===== src/rtl/hazard_sb_unit_pkg.sv =====
// -----------------------------------------------------------------------------
// hazard_sb_unit_pkg
// Shared types for the hazard controller:
//   hazard_state_t - controller FSM state (RUN / DWAIT / REDIR), 2-bit encoded
//   hazard_cause_t - which performance counter a cycle is charged to
//   stage_ctrl_t   - bundle of all stage enables and flushes driven by the unit
// Canned stage_ctrl_t values for every output rule are provided so the top
// level reads as a priority list rather than a wall of bit assignments.
// -----------------------------------------------------------------------------
package hazard_sb_unit_pkg;

    typedef enum logic [1:0] {
        ST_RUN   = 2'd0,
        ST_DWAIT = 2'd1,
        ST_REDIR = 2'd2
    } hazard_state_t;

    typedef enum logic [1:0] {
        CAUSE_NONE  = 2'd0,
        CAUSE_STALL = 2'd1,
        CAUSE_FLUSH = 2'd2
    } hazard_cause_t;

    // Field order is MSB first, so a 7-bit literal reads
    // {pc, ifid, idex, exmem, ifid_flush, idex_flush, memwb_flush}.
    typedef struct packed {
        logic pc_en;
        logic ifid_en;
        logic idex_en;
        logic exmem_en;
        logic ifid_flush;
        logic idex_flush;
        logic memwb_flush;
    } stage_ctrl_t;

    localparam stage_ctrl_t CTRL_RUN    = 7'b1111_000; // normal advance
    localparam stage_ctrl_t CTRL_DWAIT  = 7'b0000_001; // freeze, bubble into WB
    localparam stage_ctrl_t CTRL_BRANCH = 7'b1111_110; // kill IF and ID
    localparam stage_ctrl_t CTRL_JUMP   = 7'b1111_100; // kill IF only
    localparam stage_ctrl_t CTRL_RAW    = 7'b0011_010; // hold IF/ID, bubble into EX
    localparam stage_ctrl_t CTRL_IMISS  = 7'b0111_100; // hold PC, bubble into ID
    localparam stage_ctrl_t CTRL_RESET  = 7'b0000_111; // everything held and flushed

endpackage


===== src/rtl/hazard_sb_unit_scoreboard.sv =====
// -----------------------------------------------------------------------------
// hazard_sb_unit_scoreboard
// Per-register countdown for results of the long-latency unit (mult/div).
// A register is busy while its counter is nonzero; register 0 has no entry
// and is never busy.
// Ports:
//   CLK, nRST  - clock (rising edge), asynchronous active-low reset
//   set_en     - load LONG_LAT into the entry of set_rd this edge
//   set_rd     - destination register of the issuing long op
//   dec_en     - pipeline advancing past EX: all nonzero entries count down
//   busy       - one bit per architectural register, bit 0 tied low
// -----------------------------------------------------------------------------
module hazard_sb_unit_scoreboard #(
    parameter int REG_W    = 5,
    parameter int LONG_LAT = 4
) (
    input  logic                     CLK,
    input  logic                     nRST,
    input  logic                     set_en,
    input  logic [REG_W-1:0]         set_rd,
    input  logic                     dec_en,
    output logic [(1<<REG_W)-1:0]    busy
);

    localparam int NREG = 1 << REG_W;
    localparam int CW   = $clog2(LONG_LAT + 1);
    localparam logic [CW-1:0] LAT = CW'(LONG_LAT);

    logic [CW-1:0] cnt_q [1:NREG-1];
    logic [CW-1:0] cnt_d [1:NREG-1];

    // A new issue to the same register restarts its countdown, so the set
    // branch is checked before the decrement.
    // NOTE: every variable in an always_comb gets a value on every path
    // (here by starting from the current count), otherwise a latch is inferred.
    always_comb begin
        for (int r = 1; r < NREG; r++) begin
            cnt_d[r] = cnt_q[r];
            if (set_en && (set_rd == REG_W'(r))) begin
                cnt_d[r] = LAT;
            end else if (dec_en && (cnt_q[r] != '0)) begin
                cnt_d[r] = cnt_q[r] - CW'(1);
            end
        end
    end

    // NOTE: this array is state the pipeline depends on (a stale nonzero
    // entry would stall forever), so unlike a data RAM it must be reset.
    always_ff @(posedge CLK or negedge nRST) begin
        if (!nRST) begin
            for (int r = 1; r < NREG; r++) begin
                cnt_q[r] <= '0;
            end
        end else begin
            for (int r = 1; r < NREG; r++) begin
                cnt_q[r] <= cnt_d[r];
            end
        end
    end

    always_comb begin
        busy = '0;
        for (int r = 1; r < NREG; r++) begin
            busy[r] = (cnt_q[r] != '0);
        end
    end

endmodule


===== src/rtl/hazard_sb_unit.sv =====
// -----------------------------------------------------------------------------
// hazard_sb_unit
// Hazard controller for the pipelined MIPS core. Drives every pipeline stage
// enable and flush from a fixed priority list: data-memory wait, taken branch,
// jump, held redirect, RAW/WAW hazard, instruction miss, normal advance.
// Ports:
//   CLK, nRST                 - clock, asynchronous active-low reset
//   ifid_src/ifid_src_used    - ID source registers (port i at [i*REG_W +: REG_W])
//   ifid_long/ifid_long_rd    - long op in ID and its destination
//   ifid_jump                 - jump resolved in ID
//   idex_rt/idex_dren         - load in EX and its destination
//   ex_branch_taken           - branch resolved taken in EX
//   ihit, mem_req, dhit       - memory handshakes
//   pc_en..exmem_en           - stage register enables
//   ifid/idex/memwb_flush     - load a bubble into that stage register
//   state                     - 0 RUN, 1 DWAIT, 2 REDIR
//   stall_cnt, flush_cnt      - saturating performance counters
// -----------------------------------------------------------------------------
module hazard_sb_unit
    import hazard_sb_unit_pkg::*;
#(
    parameter int REG_W     = 5,
    parameter int SRC_PORTS = 2,
    parameter int LONG_LAT  = 4,
    parameter int CNT_W     = 32
) (
    input  logic                         CLK,
    input  logic                         nRST,
    input  logic [SRC_PORTS*REG_W-1:0]   ifid_src,
    input  logic [SRC_PORTS-1:0]         ifid_src_used,
    input  logic [REG_W-1:0]             ifid_long_rd,
    input  logic                         ifid_long,
    input  logic                         ifid_jump,
    input  logic [REG_W-1:0]             idex_rt,
    input  logic                         idex_dren,
    input  logic                         ex_branch_taken,
    input  logic                         ihit,
    input  logic                         mem_req,
    input  logic                         dhit,
    output logic                         pc_en,
    output logic                         ifid_en,
    output logic                         idex_en,
    output logic                         exmem_en,
    output logic                         ifid_flush,
    output logic                         idex_flush,
    output logic                         memwb_flush,
    output logic [1:0]                   state,
    output logic [CNT_W-1:0]             stall_cnt,
    output logic [CNT_W-1:0]             flush_cnt
);

    hazard_state_t          state_q, state_d;
    logic [CNT_W-1:0]       stall_cnt_q, stall_cnt_d;
    logic [CNT_W-1:0]       flush_cnt_q, flush_cnt_d;
    logic [(1<<REG_W)-1:0]  busy;
    logic                   raw, waw, dwait, redirect;
    stage_ctrl_t            ctrl, ctrl_out;
    hazard_cause_t          cause;
    logic                   sb_set, sb_dec;

    // ---------------------------------------------------------------- hazards
    always_comb begin
        raw = 1'b0;
        for (int i = 0; i < SRC_PORTS; i++) begin
            if (ifid_src_used[i] && (ifid_src[i*REG_W +: REG_W] != '0) &&
                (busy[ifid_src[i*REG_W +: REG_W]] ||
                 (idex_dren && (idex_rt == ifid_src[i*REG_W +: REG_W])))) begin
                raw = 1'b1;
            end
        end
    end

    // A second long op to a register still in flight must wait, or the older
    // result would overwrite the newer one.
    assign waw   = ifid_long && (ifid_long_rd != '0) && busy[ifid_long_rd];
    assign dwait = mem_req && !dhit;

    // ------------------------------------------------- output rules and FSM
    always_comb begin
        ctrl     = CTRL_RUN;
        cause    = CAUSE_NONE;
        redirect = 1'b0;

        if (dwait) begin
            ctrl  = CTRL_DWAIT;
            cause = CAUSE_STALL;
        end else if (ex_branch_taken) begin
            ctrl     = CTRL_BRANCH;
            cause    = CAUSE_FLUSH;
            redirect = 1'b1;
        end else if (ifid_jump) begin
            ctrl     = CTRL_JUMP;
            cause    = CAUSE_FLUSH;
            redirect = 1'b1;
        end else if (state_q == ST_REDIR) begin
            // The PC already holds the target; the fetch returning this cycle
            // is for the old stream and is discarded.
            ctrl       = CTRL_JUMP;
            ctrl.pc_en = ihit;
            cause      = CAUSE_FLUSH;
        end else if (raw || waw) begin
            ctrl  = CTRL_RAW;
            cause = CAUSE_STALL;
        end else if (!ihit) begin
            ctrl  = CTRL_IMISS;
            cause = CAUSE_STALL;
        end

        state_d = state_q;
        case (state_q)
            ST_RUN: begin
                if (dwait) begin
                    state_d = ST_DWAIT;
                end else if (redirect && !ihit) begin
                    state_d = ST_REDIR;
                end
            end
            ST_DWAIT: begin
                if (dhit) state_d = ST_RUN;
            end
            ST_REDIR: begin
                if (ihit) state_d = ST_RUN;
            end
            default: state_d = ST_RUN;
        endcase
    end

    // Reset forces everything held and flushed regardless of inputs.
    assign ctrl_out = nRST ? ctrl : CTRL_RESET;

    assign pc_en       = ctrl_out.pc_en;
    assign ifid_en     = ctrl_out.ifid_en;
    assign idex_en     = ctrl_out.idex_en;
    assign exmem_en    = ctrl_out.exmem_en;
    assign ifid_flush  = ctrl_out.ifid_flush;
    assign idex_flush  = ctrl_out.idex_flush;
    assign memwb_flush = ctrl_out.memwb_flush;

    // -------------------------------------------------------------- scoreboard
    // Only a long op actually entering EX (not replaced by a bubble) claims
    // its destination; occupancy counts down only while EX advances.
    assign sb_set = ifid_long && ctrl_out.idex_en && !ctrl_out.idex_flush &&
                    (ifid_long_rd != '0);
    assign sb_dec = ctrl_out.exmem_en;

    hazard_sb_unit_scoreboard #(
        .REG_W    (REG_W),
        .LONG_LAT (LONG_LAT)
    ) u_scoreboard (
        .CLK    (CLK),
        .nRST   (nRST),
        .set_en (sb_set),
        .set_rd (ifid_long_rd),
        .dec_en (sb_dec),
        .busy   (busy)
    );

    // ---------------------------------------------------------------- counters
    always_comb begin
        stall_cnt_d = stall_cnt_q;
        flush_cnt_d = flush_cnt_q;
        if ((cause == CAUSE_STALL) && (stall_cnt_q != '1)) begin
            stall_cnt_d = stall_cnt_q + CNT_W'(1);
        end
        if ((cause == CAUSE_FLUSH) && (flush_cnt_q != '1)) begin
            flush_cnt_d = flush_cnt_q + CNT_W'(1);
        end
    end

    // NOTE: registers are updated with non-blocking assignments so every
    // flop samples the pre-edge values; blocking here would create races.
    always_ff @(posedge CLK or negedge nRST) begin
        if (!nRST) begin
            state_q     <= ST_RUN;
            stall_cnt_q <= '0;
            flush_cnt_q <= '0;
        end else begin
            state_q     <= state_d;
            stall_cnt_q <= stall_cnt_d;
            flush_cnt_q <= flush_cnt_d;
        end
    end

    assign state     = state_q;
    assign stall_cnt = stall_cnt_q;
    assign flush_cnt = flush_cnt_q;

endmodule


===== config.mk =====
export PLATFORM = sky130hd
export DESIGN_NAME = hazard_sb_unit
export DESIGN_NICKNAME = d
export VERILOG_FILES = /design/src/rtl/hazard_sb_unit_pkg.sv /design/src/rtl/hazard_sb_unit_scoreboard.sv /design/src/rtl/hazard_sb_unit.sv
export SDC_FILE = /design/constraint.sdc
export NUM_CORES = 1
export LEC_CHECK = 0
export CORE_AREA = 2 2 157 159
export DETAILED_ROUTE_END_ITERATION = 12
export DIE_AREA = 0 0 159 161
export GPL_TIMING_DRIVEN = 0
export PLACE_DENSITY_LB_ADDON = 0.12
export SLEW_MARGIN = 20
export SYNTH_ARGS = -nofsm -noshare
export SYNTH_HDL_FRONTEND = slang
export SYNTH_SLANG_ARGS = --single-unit

===== constraint.sdc =====
create_clock -name CLK -period 4.9 [get_ports CLK]
set_clock_uncertainty 0.05 [all_clocks]
set_input_delay 1.225 -clock CLK [delete_from_list [all_inputs] [get_ports CLK]]
set_output_delay 1.225 -clock CLK [all_outputs]
set_load 0.1 [all_outputs]

Yosys cells after proc, flatten, opt, wreduce, memory -nomap -nowiden
Index checks and enable logic that the tools add are counted.

word-level totals
  register bits after elaboration = 159
  bits in latches = 0
  bits in writable memories = 0
  ROM bits = 0
  bits of input ports = 31
  output and inout bits = 73
  logic and storage cells = 353
  memories = 0

cells by class
  add/subtract/negate cells = 33
  $mul = 0
  div/mod/pow operators = 0
  magnitude comparators = 3
  equality and inequality tests = 42
  shift-type cells = 0
  multiplexer cells = 91
  bitwise gates (word level) = 0
  reduce and logical (&&, ||, !) cells = 150

operator list
  kind                     number
  $mux W3                  62
  $reduce_bool A3 Y1       31
  $sub A3 B1 Y3 const B    31
  $eq A5 B5 Y1 const B     16
  $logic_and A1 B1 Y1      77
  $add A32 B1 Y32 const B  2
  $ne A32 B32 Y1 const B   2
  $reduce_bool A2 Y1       31
  $mux W7                  7
  $eq A5 B4 Y1 const B     8
  $eq A5 B3 Y1 const B     4
  $lt A5 B6 Y1 const B     3
  $mux W2                  8
  $bmux W1 S5              3
  $reduce_bool A5 Y1       3
  $eq A5 B2 Y1 const B     2
  $eq A5 B5 Y1             2
  $mux W1                  10
  $pmux W2 S3              1
  $eq A5 B1 Y1 const B     1
  $eq A2 B1 Y1 const B     2
  $eq A2 B2 Y1 const B     2
  $ne A2 B2 Y1 const B     2
  $logic_not A1 Y1         3
  other kinds (4)          6

Logic depth before layout (Yosys ltp)
  depth after elaboration = 19
  depth in mapped cells = 13
  gate-level depth less buffers = 11

Modules after synthesis
A second synthesis with hierarchy kept.

second synthesis, totals
  cells, all modules = 982
  area total of the unflattened synthesis = 9678.0 um^2

by module, submodules not included
  module                     instances  cells each  area an instance (um^2)  seq. area each (um^2)
  hazard_sb_unit_scoreboard  1          570         5403.9                   2327.2
  hazard_sb_unit             1          412         4274.1                   1651.6

Least setup slack after synthesis
No wires, ideal clock.

  kind = input to output
  from = input ifid_src[5]
  to = output ifid_flush
  arrival time = 6.415 ns
  required time = 3.625 ns
  slack = -2.790 ns
  stages on the path = 8
  buffers on the path = 2
  path through = buf_2 > inv_2 > mux4_2 > and4b_1 > a211o_1 > or4_1 > buf_2 > o311ai_0

on the way
  longest elaborated chain between the ends = 12
  elaborated cells on any way between the ends = 16
  those cells by class = eq/ne: 1; mux: 9; reduce/logical: 6

RTL lines
  element                                                               RTL line                                    source
  start, declared                                                       hazard_sb_unit.sv:29                        input logic [SRC_PORTS*REG_W-1:0] ifid_src,
  $bmux W1 S5 or $eq A5 B5 Y1 (tied branches)                           hazard_sb_unit.sv:66, hazard_sb_unit.sv:67
  $mux W1 (implied by the code) or $logic_and A1 B1 Y1 (tied branches)  hazard_sb_unit.sv:66, hazard_sb_unit.sv:67
  $logic_or A1 B1 Y1                                                    hazard_sb_unit.sv:66                        (busy[ifid_src[i*REG_W +: REG_W]] ||
  $logic_and A1 B1 Y1 (*)                                               hazard_sb_unit.sv:65                        if (ifid_src_used[i] && (ifid_src[i*REG_W +: REG_W] != '0) &&
  $mux W1 (*)                                                           hazard_sb_unit.sv:65
  $logic_or A1 B1 Y1 (*)                                                hazard_sb_unit.sv:101                       end else if (raw || waw) begin
  $mux W7 (*)                                                           hazard_sb_unit.sv:101
  $mux W7 (*)                                                           hazard_sb_unit.sv:95                        end else if (state_q == ST_REDIR) begin
  $mux W7 (*)                                                           hazard_sb_unit.sv:91                        end else if (ifid_jump) begin
  $mux W7 (*)                                                           hazard_sb_unit.sv:87                        end else if (ex_branch_taken) begin
  $mux W7 (*)                                                           hazard_sb_unit.sv:84                        if (dwait) begin
  $mux W7 (*)                                                           hazard_sb_unit.sv:129                       assign ctrl_out = nRST ? ctrl : CTRL_RESET;
  end, declared                                                         hazard_sb_unit.sv:44                        output logic ifid_flush,

Every way passes the cells marked *; elsewhere a longest branch is shown, timed or not. The select of a mux whose other input is x is not followed.

Worst setup path after layout
  from = input ifid_src[3]
  to = output pc_en

on the way
  longest elaborated chain between the ends = 13
  elaborated cells on any way between the ends = 17
  those cells by class = eq/ne: 1; mux: 10; reduce/logical: 6

RTL lines
  element                                                               RTL line                                    source
  $bmux W1 S5 or $eq A5 B5 Y1 (tied branches)                           hazard_sb_unit.sv:66, hazard_sb_unit.sv:67
  $mux W1 (implied by the code) or $logic_and A1 B1 Y1 (tied branches)  hazard_sb_unit.sv:66, hazard_sb_unit.sv:67
  $logic_or A1 B1 Y1                                                    hazard_sb_unit.sv:66
  $logic_and A1 B1 Y1 (*)                                               hazard_sb_unit.sv:65
  $mux W1 (*) (2 in series)                                             hazard_sb_unit.sv:65
  $logic_or A1 B1 Y1 (*)                                                hazard_sb_unit.sv:101
  $mux W7 (*)                                                           hazard_sb_unit.sv:101
  $mux W7 (*)                                                           hazard_sb_unit.sv:95
  $mux W7 (*)                                                           hazard_sb_unit.sv:91
  $mux W7 (*)                                                           hazard_sb_unit.sv:87
  $mux W7 (*)                                                           hazard_sb_unit.sv:84
  $mux W7 (*)                                                           hazard_sb_unit.sv:129
  end, declared                                                         hazard_sb_unit.sv:40                        output logic pc_en,

Marks and branches as above.

==> out/qor.csv <==
stage,metric,value,unit
die,Placeable Area,0.0240,sq mm
cells_and_area,area of the multi-input gates,0.00498,sq mm
synth,async set-or-reset flop fraction in the synthesized netlist,1.00,
synth,fraction of post-synthesis cell area in the top cell type by area,0.421,
power,Power Dens Cells,495,mW/mm^2
cells_and_area,antenna cell count,0,
critical_path,required time of the worst setup path,3.62,ns
run_status,run status,"complete, no violations",
cells_and_area,layout cells sized above 1,0.0981,
critical_path,kind of end point of the critical path,output pin,
clock_network,CTS tree,built,
synth,largest cells by area after synthesis,"dfrtp_1 (42%), ha_1 (8.5%), xnor2_1 (7.9%), mux2i_1 (4.1%), inv_1 (4.1%)",
cells_and_area,# nets final,1193,
sta,worst slew slack as a fraction of its limit,0.315,
worst_hold_path,worst min path class,reg2reg,
clock_network,H-tree levels,4,
critical_path,critical path startpoint category,input pin,
critical_path,maximum single-stage delay on the critical path,0.53,ns
clock_network,hold buffer count at CTS,0,
global_routing,grt total ovfl,0,
routing,violation count after the first detailed-route iteration,330,
cells_and_area,area of all sequential standard cells,0.00398,sq mm
sta,fraction of the cycle the final worst path needs,0.989,
die,Die ar.,0.0256,sq mm
routing,DRC Markers,0,
sta,Hold WS,0.444,ns
placement,port buffer count,95,
clock_network,clock buffers created by TritonCTS,17,
sta,Fin Setup TNS,0,ns
clock_network,maximum clock path buffer count,2,
die,Core Rows,57,
clock_network,clock net sink count,159,
routing,aggregate routed wire length,23000,um
sta,Final Slew Violations,0,
synth,biggest area consumer among synthesized cells,dfrtp_1,
synth,Synth cell types,55,
die,overall die height,161,um
global_routing,initial antenna violation count,0,
sta,shortest period the worst path allows,4.84,ns
global_routing,largest net degree at the start of global routing,76,
clock_network,later-pin clock latency in the skew report,0.44,ns
sta,setup violators final,0,
synth,number of enable-type register cells in the synthesized netlist,0,
synth,number of storage elements in the synthesis netlist,159,
critical_path,type of the setup path with the least slack,in2out,
synth,synthesized area,0.00945,sq mm
routing,drt first pass iters,5,
synth,most instantiated flip-flop cell in the synthesis netlist,dfrtp_1,
die,initial standard-cell utilization of the core,0.394,
global_routing,vias in the first global route,7406,
die,floorplan die width,159,um
power,Final Total Pwr,5.76,mW
critical_path,slowest cell on the critical path,or4_4,
routing,residual antenna-violating net count after detailed routing,0,
routing,via count,7270,
synth,Mapped Avg Cell Area,9.66,sq um
synth,count of synthesis-stage warnings from yosys,0,
placement,DP Worst Slack,-1.35,ns
sta,endpoints failing hold,0,
critical_path,crit-path max FO,5,
sta,final worst setup slack,0.0558,ns
die,number of top-level pins,104,
cells_and_area,layout-stage area growth over the synthesis result,23.0,%
clock_network,CTS clock-pin slew for the worst setup and hold paths,0.07,ns
synth,synthesized netlist net count,1074,
cells_and_area,Final Util,0.485,
flow_run,number of maximum-capacitance violations,0,
power,highest ir drop seen on vdd,299,uV
sta,Tightest Pin Transition,1.02,ns
cells_and_area,number of fill cells,2295,
sta,Max Fclk,0.206,GHz
placement,Final GP Congestion,0.842,
placement,HPWL reported at the end of detailed placement,16100,um
clock_network,clk root buf,clkbuf_16,
routing,post-detailed-route wirelength per cell,16.0,um
global_routing,wire length of the first global-routing pass,38700,um
critical_path,data arrival time of the critical path,3.57,ns
critical_path,Worst path most repeated cell,or4_4,
synth,cell count after synthesis,979,
routing,via density per instance,5.07,
global_routing,GRT Util Overall,0.188,
power,static power due to leakage,5.32,nW
synth,sequential fraction of the synthesis area,0.421,
critical_path,"Cell Chain, Critical Path",dlygate4sd2_1 -> or4_4 -> o21ai_2 -> nor3_1 -> a211o_1 -> or4_4 -> a21oi_4 -> o21a_4 -> buf_12,
[metrics by stage]
stage	instance area, sq um	instances
2_1_floorplan	9520	979
3_3_place_gp	10900	1398
3_5_place_dp	10900	1402
4_1_cts	11600	1433
5_1_grt	11600	1435
6_report	11600	1435
[worst paths after layout]
check / start / endpoint / slack [ns] / depth (start not counted)
max: ifid_src[3] / pc_en / 0.06 / 9
min: state[1]$_DFFE_PN0P_ / state[0]$_DFFE_PN0P_ / 0.44 / 1
max reg2reg: u_scoreboard.cnt_q[30]$_DFFE_PN0P_ / u_scoreboard.cnt_q[45]$_DFFE_PN0P_ / 1.40 / 13
min reg2reg: state[1]$_DFFE_PN0P_ / state[0]$_DFFE_PN0P_ / 0.44 / 1
max in group asynchronous: nRST / u_scoreboard.cnt_q[9]$_DFFE_PN0P_ / 3.37 / 2
min in group asynchronous: nRST / u_scoreboard.cnt_q[29]$_DFFE_PN0P_ / 0.63 / 1
[cells by family after synthesis]
family,Yosys count,synth area share
AND/OR/NAND/NOR,351,0.187
adder cells (fa/ha/maj),64,0.0847
flip-flops,159,0.421
multiplexers,59,0.0854
XOR/XNOR,102,0.0945
buffers and inverters,141,0.0622
AO/OA/AOI/OAI,103,0.0650
[layer usage]
layer	global-route usage	vias to the layer above	part of all wire
met1	0.265	3507	0.50
met4	0.0372	0	0.0088
li1	-	3586	-
met2	0.298	163	0.44
met3	0.0467	14	0.050
met5	0	-	0
[power by group]
| part | leakage (nW) | switching (mW) | internal [mW] | total, mW |
|---|---|---|---|---|
| Sequential | 1.94 | 0.247 | 1.76 | 2.00 |
| Clock | 0.284 | 0.646 | 0.681 | 1.33 |
| Combinational | 3.10 | 1.41 | 1.02 | 2.42 |
| Total | 5.32 | 2.30 | 3.46 | 5.76 |
[flip-flops by register name (all words and copies together) (netlist names)]
name and count:
state 2, u_scoreboard.cnt_q 93, stall_cnt 32, flush_cnt 32
[what timing repair did]
item	4_1_cts	5_1_grt
pin swaps	2	2
buffers inserted	0	2
cloned	1	0
resized for setup	55	6
endpoints found under the setup margin	7	4
[synthesized netlist by cell type, types with 26 or more instances]
library cell,instances
xnor2_1,85
dfrtp_1,159
mux2i_1,39
nand3_1,45
o21ai_0,39
nand4_1,28
inv_1,104
ha_1,64
nand2_1,83
a31oi_1,26
and2_1,32
nor2_1,72
[cell usage in the layout, fill, tap and decap left out, types with 3 or more instances in the layout]
cell             instances
a21oi_1                 17
a31oi_1                 26
and2_0                   3
and2_1                  32
and3_1                  17
and4_1                   7
buf_12                   3
buf_2                    9
buf_4                    8
buf_6                    7
clkbuf_1                14
clkbuf_16               17
clkdlybuf4s50_1         82
clkinv_8                 3
dfrtp_1                159
dlygate4sd2_1            3
ha_1                    64
inv_1                  104
inv_6                    5
inv_8                    3
mux2i_1                 39
mux4_2                  17
nand2_1                 82
nand2b_1                 4
nand3_1                 45
nand3b_1                 3
nand4_1                 28
nor2_1                  71
nor2b_1                  5
nor3_1                  24
o211ai_1                 4
o21ai_0                 38
or2_2                    6
or3_1                    7
xnor2_1                 85
xor2_1                  17
[final cells by class]
| class | count | area share |
|---|---|---|
| plain buffers | 34 | 0.0194 |
| clock buffers | 18 | 0.0369 |
| clock inverters | 14 | 0.0128 |
| inverters | 105 | 0.0341 |
| multi-input cells | 679 | 0.428 |
| flip-flops and latches | 159 | 0.342 |
| well taps | 324 | 0.0349 |
| repair buffers | 102 | 0.0918 |
[critical path: cells and delay by family]
family | cells | cell delay (ns)
and+or+nand+nor | 3 | 1.11
buffers and inverters | 2 | 0.45
AOI/OAI and AO/OA | 4 | 0.77
Note: power is estimated with default switching activity, not from simulation.
